===== config.mk =====
export PLATFORM = sky130hd
export DESIGN_NAME = vga_line_fetch
export DESIGN_NICKNAME = d
export VERILOG_FILES = /design/src/rtl/vga_line_fetch.sv
export SDC_FILE = /design/constraint.sdc
export NUM_CORES = 2
export LEC_CHECK = 0
export CORE_UTILIZATION = 30
export DETAILED_ROUTE_END_ITERATION = 7
export HOLD_SLACK_MARGIN = 0.03
export SLEW_MARGIN = 20
export SYNTH_ARGS = -nofsm -noshare
export SYNTH_HDL_FRONTEND = slang
export SYNTH_SLANG_ARGS = --single-unit

===== constraint.sdc =====
create_clock -name CLOCK_PIXEL -period 14.9 [get_ports CLOCK_PIXEL]
set_input_delay 4.47 -clock CLOCK_PIXEL [delete_from_list [all_inputs] [get_ports CLOCK_PIXEL]]
set_output_delay 4.47 -clock CLOCK_PIXEL [all_outputs]
set_load 0.1 [all_outputs]

===== src/rtl/vga_line_fetch.sv =====
//==============================================================================
// Module   : vga_line_fetch
// Purpose  : Ping-pong line buffer pixel source for the 800x480 B/W VGA timing
//            generator; fetches the next line from a word-addressed frame store.
//            Optional checkerboard test pattern: VGA_LF_TEST_PATTERN_EN.
// Revision : 1.0 - initial release
//==============================================================================
`default_nettype none

module vga_line_fetch #(
    parameter int H_ACTIVE = 800,
    parameter int H_TOTAL  = 976,
    parameter int V_ACTIVE = 480,
    parameter int V_TOTAL  = 528,
    parameter int WORD_W   = 16,
    parameter int ADDR_W   = 18
) (
    input  logic              CLOCK_PIXEL,
    input  logic              RESET,
    input  logic [10:0]       PIXEL_H,
    input  logic [10:0]       PIXEL_V,
    input  logic [ADDR_W-1:0] FRAME_BASE,
`ifdef VGA_LF_TEST_PATTERN_EN
    input  logic              TEST_MODE,
`endif
    output logic              PIXEL,
    output logic              MEM_REQ,
    output logic [ADDR_W-1:0] MEM_ADDR,
    input  logic              MEM_ACK,
    input  logic [WORD_W-1:0] MEM_DATA,
    output logic              UNDERRUN,
    input  logic              UNDERRUN_CLR
);

    localparam int WORDS_PER_LINE = H_ACTIVE / WORD_W;
    localparam int BIT_W          = $clog2(WORD_W);
    localparam int CNT_W          = $clog2(WORDS_PER_LINE);

    localparam logic [10:0]       c_h_active  = 11'(H_ACTIVE);
    localparam logic [10:0]       c_h_last    = 11'(H_TOTAL - 1);
    localparam logic [10:0]       c_v_active  = 11'(V_ACTIVE);
    localparam logic [10:0]       c_v_last    = 11'(V_TOTAL - 1);
    localparam logic [CNT_W-1:0]  c_last_word = CNT_W'(WORDS_PER_LINE - 1);
    localparam logic [ADDR_W-1:0] c_line_step = ADDR_W'(WORDS_PER_LINE);

    typedef enum logic [0:0] {
        ST_IDLE = 1'b0,
        ST_REQ  = 1'b1
    } state_t;

    state_t              state_q, state_d;
    logic [CNT_W-1:0]    word_cnt_q, word_cnt_d;
    logic [ADDR_W-1:0]   line_addr_q, line_addr_d;
    logic                fetch_bank_q, fetch_bank_d;
    logic                underrun_q, underrun_d;
    logic [WORD_W-1:0]   line_buf_q [2][WORDS_PER_LINE];
    logic [WORD_W-1:0]   line_buf_d [2][WORDS_PER_LINE];

    logic [10:0]         w_target;
    logic                w_target_valid;
    logic                w_wr_en;
    logic                w_abort;
    logic                w_active;
    logic [CNT_W-1:0]    w_rd_idx;
    logic                w_buf_pix;
    logic                w_pix_src;

    // Line after the last one wraps to line 0 of the next frame.
    assign w_target       = (PIXEL_V == c_v_last) ? 11'd0 : PIXEL_V + 11'd1;
    assign w_target_valid = (w_target < c_v_active);

    //--------------------------------------------------------------------------
    // Fetch state machine
    //--------------------------------------------------------------------------
    always_comb begin
        state_d      = state_q;
        word_cnt_d   = word_cnt_q;
        line_addr_d  = line_addr_q;
        fetch_bank_d = fetch_bank_q;
        w_wr_en      = 1'b0;
        w_abort      = 1'b0;

        case (state_q)
            ST_IDLE: begin
                if ((PIXEL_H == 11'd0) && w_target_valid) begin
                    state_d      = ST_REQ;
                    word_cnt_d   = '0;
                    fetch_bank_d = w_target[0];
                    line_addr_d  = (w_target == 11'd0) ? FRAME_BASE
                                                       : line_addr_q + c_line_step;
                end
            end
            ST_REQ: begin
                // Deadline beats a same-cycle ack: the late word is dropped.
                if (PIXEL_H == c_h_last) begin
                    w_abort = 1'b1;
                    state_d = ST_IDLE;
                end else if (MEM_ACK) begin
                    w_wr_en    = 1'b1;
                    word_cnt_d = word_cnt_q + 1'b1;
                    if (word_cnt_q == c_last_word) begin
                        state_d = ST_IDLE;
                    end
                end
            end
            default: state_d = ST_IDLE;
        endcase
    end

    always_comb begin
        underrun_d = underrun_q;
        if (w_abort) begin
            underrun_d = 1'b1;
        end else if (UNDERRUN_CLR) begin
            underrun_d = 1'b0;
        end
    end

    always_ff @(posedge CLOCK_PIXEL or posedge RESET) begin
        if (RESET) begin
            state_q      <= ST_IDLE;
            word_cnt_q   <= '0;
            line_addr_q  <= '0;
            fetch_bank_q <= 1'b0;
            underrun_q   <= 1'b0;
        end else begin
            state_q      <= state_d;
            word_cnt_q   <= word_cnt_d;
            line_addr_q  <= line_addr_d;
            fetch_bank_q <= fetch_bank_d;
            underrun_q   <= underrun_d;
        end
    end

    //--------------------------------------------------------------------------
    // Line buffer: an aborted fetch blanks the words it never received.
    // Writes only occur from ST_REQ, which RESET clears asynchronously.
    //--------------------------------------------------------------------------
    always_comb begin
        line_buf_d = line_buf_q;
        if (w_wr_en) begin
            line_buf_d[fetch_bank_q][word_cnt_q] = MEM_DATA;
        end
        if (w_abort) begin
            for (int w = 0; w < WORDS_PER_LINE; w++) begin
                if (CNT_W'(w) >= word_cnt_q) begin
                    line_buf_d[fetch_bank_q][w] = '0;
                end
            end
        end
    end

    always_ff @(posedge CLOCK_PIXEL) begin
        line_buf_q <= line_buf_d;
    end

    //--------------------------------------------------------------------------
    // Zero-latency pixel output
    //--------------------------------------------------------------------------
    assign w_active  = (PIXEL_H < c_h_active) && (PIXEL_V < c_v_active);
    assign w_rd_idx  = w_active ? CNT_W'(PIXEL_H >> BIT_W) : '0;
    assign w_buf_pix = line_buf_q[PIXEL_V[0]][w_rd_idx][PIXEL_H[BIT_W-1:0]];

`ifdef VGA_LF_TEST_PATTERN_EN
    assign w_pix_src = TEST_MODE ? (PIXEL_H[4] ^ PIXEL_V[4]) : w_buf_pix;
`else
    assign w_pix_src = w_buf_pix;
`endif

    assign PIXEL    = !RESET && w_active && w_pix_src;
    assign MEM_REQ  = (state_q == ST_REQ);
    assign MEM_ADDR = line_addr_q + ADDR_W'(word_cnt_q);
    assign UNDERRUN = underrun_q;

endmodule

`default_nettype wire


==> run metrics <==
status finished with violations; failing checks negative setup slack; H-tree Lvls 4; final worst clock skew 0.0488 ns; synthesized netlist cell count between 7000 and 8000; Post-synth top cells dfxtp_1 (1600), nand2_1 (1407), a22o_1 (1086), clkbuf_1 (482), o21ai_0 (379); vias in the first global route about 58000; Pint 0.00711 W; Core Region ~230000 µm²; Lkg Pwr 28.1 nW; Net Count, Synth roughly 7000; Hold Buf Count CTS 0; Layout area overhead 15.5%; Die Height roughly 480 µm; EDFF count, synth 0; Pre-antenna DRT Iters 6; DRC 0; Final Util 0.349; period utilisation layout 1.00; Reg clk slew, reported paths roughly 0.060 ns; asr flop ratio synth 0.0166; nets@finish approximately 7000; top-area cell type share of the netlist area 0.471; kind of critical path in -> out; number of buffers added on ports 80; gr usage total 0.279; Main synth FF type dfxtp_1; fill cell total of the finished layout around 23000; RSZ-0062 raised after global routing false; most frequent cell after synthesis dfxtp_1; f_max around 67 MHz; crit path max fanout 70; layout cell share with drive strength beyond 1 0.132; die area approximately 230000 µm²; CTS tree yes; register area between 30000 and 40000 µm²; DIE WIDTH 478 µm; post-CTS sizing 0; Max-Cap Viols 0; Multi-input gate area between 30000 and 40000 µm²; final setup margin -0.0190 ns; DR vias/cell 6.16; Seq/Total Area, Yosys 0.481; area leader, netlist dfxtp_1; Logic pwr share 0.041; final setup fails 1; Reg power frac 0.465; synthesized flop and latch total 1627; Site Rows 174; Starting Density 0.302; Distinct cells, synth between 80 and 90; maximum vdd drop between 0.1 and 0.15 mV; clock network fraction of design power 0.495; global-route wire length before repair roughly 460000 µm; largest net degree at the start of global routing slightly above 90; class of the worst hold path reg -> reg; Netlist Area Pre-Place 68000 µm²; HPWL after DPL 218000 µm; Syn. warnings 0; drt wl/cell between 30 and 40 µm; worst-skew pair later-pin latency around 0.88 ns; Slew Viols, Final 0; postcts setup bufs 0; worst-margin pin slew ~1.3 ns; CP endpoint kind output port; Design Power between 0.009 and 0.01 W; Post-DRT Antenna Nets 0; routed wire length ~330000 µm; initial antenna violation count 23; Worst Path Arrival between 10 and 15 ns; Max clock buf depth 3; switching share of total power 0.242; Syn Area/Cell roughly 9.7 µm²; Final min period 14.92 ns; Root Driver clkbuf_16; critical path startpoint category input port; cell area power density 119 nW/µm²; Req. time, crit path approximately 10 ns; # IOs 81; CTS Buf Count between 150 and 200; gr ovfl total 0; Fin. Hold Viols 0; Synth area leaders dfxtp_1 (47%), a22o_1 (14%), nand2_1 (7.8%); vias between 60000 and 70000; GP Congestion approximately 1.1; initial DRC count 8929; P_sw around 0.0023 W; Clock Sinks 1627; max_slew headroom 0.100
-- power groups by stage --
| stage | registers [W] | clock network (W) | logic [W] |
|---|---|---|---|
| finish | 0.00436 | 0.00464 | 0.000380 |
| global route | 0.00435 | 0.00484 | 0.000374 |
| CTS | 0.00436 | 0.00465 | 0.000362 |
| detailed placement | 0.00445 | 0 | 0.000361 |
| global placement | 0.00445 | 0 | 0.000360 |
| floorplan | 0.00445 | 0 | 0.000178 |
-- critical path, stage by stage --
cell	delay [ns]
clkdlybuf4s50_1	1.12
nor3_4	0.13
o211ai_1	0.51
buf_12	0.38
buf_4	0.40
nand2_1	0.09
a21oi_1	0.14
or3_1	0.23
o221ai_1	0.41
a21oi_1	0.71
o311ai_0	0.41
buf_4	0.27
a311oi_1	0.33
o32a_1	0.23
buf_4	0.24
buf_12	0.20
-- registers in the layout (all words and copies together) (netlist names) --
register      flops
fetch_bank_q      1
MEM_REQ           1
line_buf_q     1600
UNDERRUN          1
word_cnt_q        6
line_addr_q      18
-- routing by layer --
| metal | vias up | wire [µm] | track usage |
|---|---|---|---|
| met3 | 1010 | 40700 | 0.0849 |
| met1 | 30796 | 130000 | 0.364 |
| met2 | 4497 | 136000 | 0.397 |
| li1 | 25604 | - | - |
| met5 | - | 96 | 0 |
| met4 | 14 | 24400 | 0.181 |
-- path summary, 6_finish.rpt --
kind,from,to,cells after the start,slack [ns]
setup reg to reg,word_cnt_q[1],line_buf_q[685],8,10.52
max in group asynchronous,RESET,fetch_bank_q,3,10.15
hold / removal,line_buf_q[462],line_buf_q[462],2,0.45
min in group asynchronous,RESET,UNDERRUN,3,4.40
hold reg to reg,line_buf_q[462],line_buf_q[462],2,0.45
setup / recovery,PIXEL_H[5],PIXEL,16,-0.02
-- layout make-up --
cell class                 instances  share of cell area
antenna                           21            0.000669
clock inverter                    61              0.0105
tap                             2992              0.0477
sequential                      1627               0.416
timing repair buffer             373              0.0415
inverter                          28             0.00134
clock buffer                     264              0.0670
multi-input combinational       4692               0.415
-- cell families after synthesis --
family / synth area share
compound gates: 0.228
xor+xnor: 0.00270
fa+ha+maj: 0.00213
buf+inv: 0.0473
flops: 0.481
mux: 0.107
simple gates: 0.131
-- through the flow --
step	instance area [µm²]	hold WS (ns)	std cells	TNS, ns	setup slack (ns)
floorplan	68000	0.417	7009	0	2.57
finish	78500	0.451	10058	-0.0190	-0.0190
global placement	72300	0.429	9711	0	0.328
global route	78500	0.468	10046	0	0.119
CTS	78400	0.450	10036	0	0.395
detailed placement	72400	0.437	9711	0	0.423
-- cells in the final DEF (no fill, tap or decap), types with 32 or more instances in the layout --
cell type	instances
a32oi_1	34
nor3_1	41
mux2i_1	219
nand2_1	1405
clkbuf_8	44
a21oi_1	255
o22ai_1	48
nor2_1	198
clkbuf_1	40
nand3_1	233
nand4_1	61
buf_4	285
clkbuf_16	180
clkdlybuf4s50_1	61
dfxtp_1	1600
a31oi_1	32
o21ai_0	378
a22o_1	1086
mux4_2	200
No activity file was read; power rests on OpenSTA's default activity.
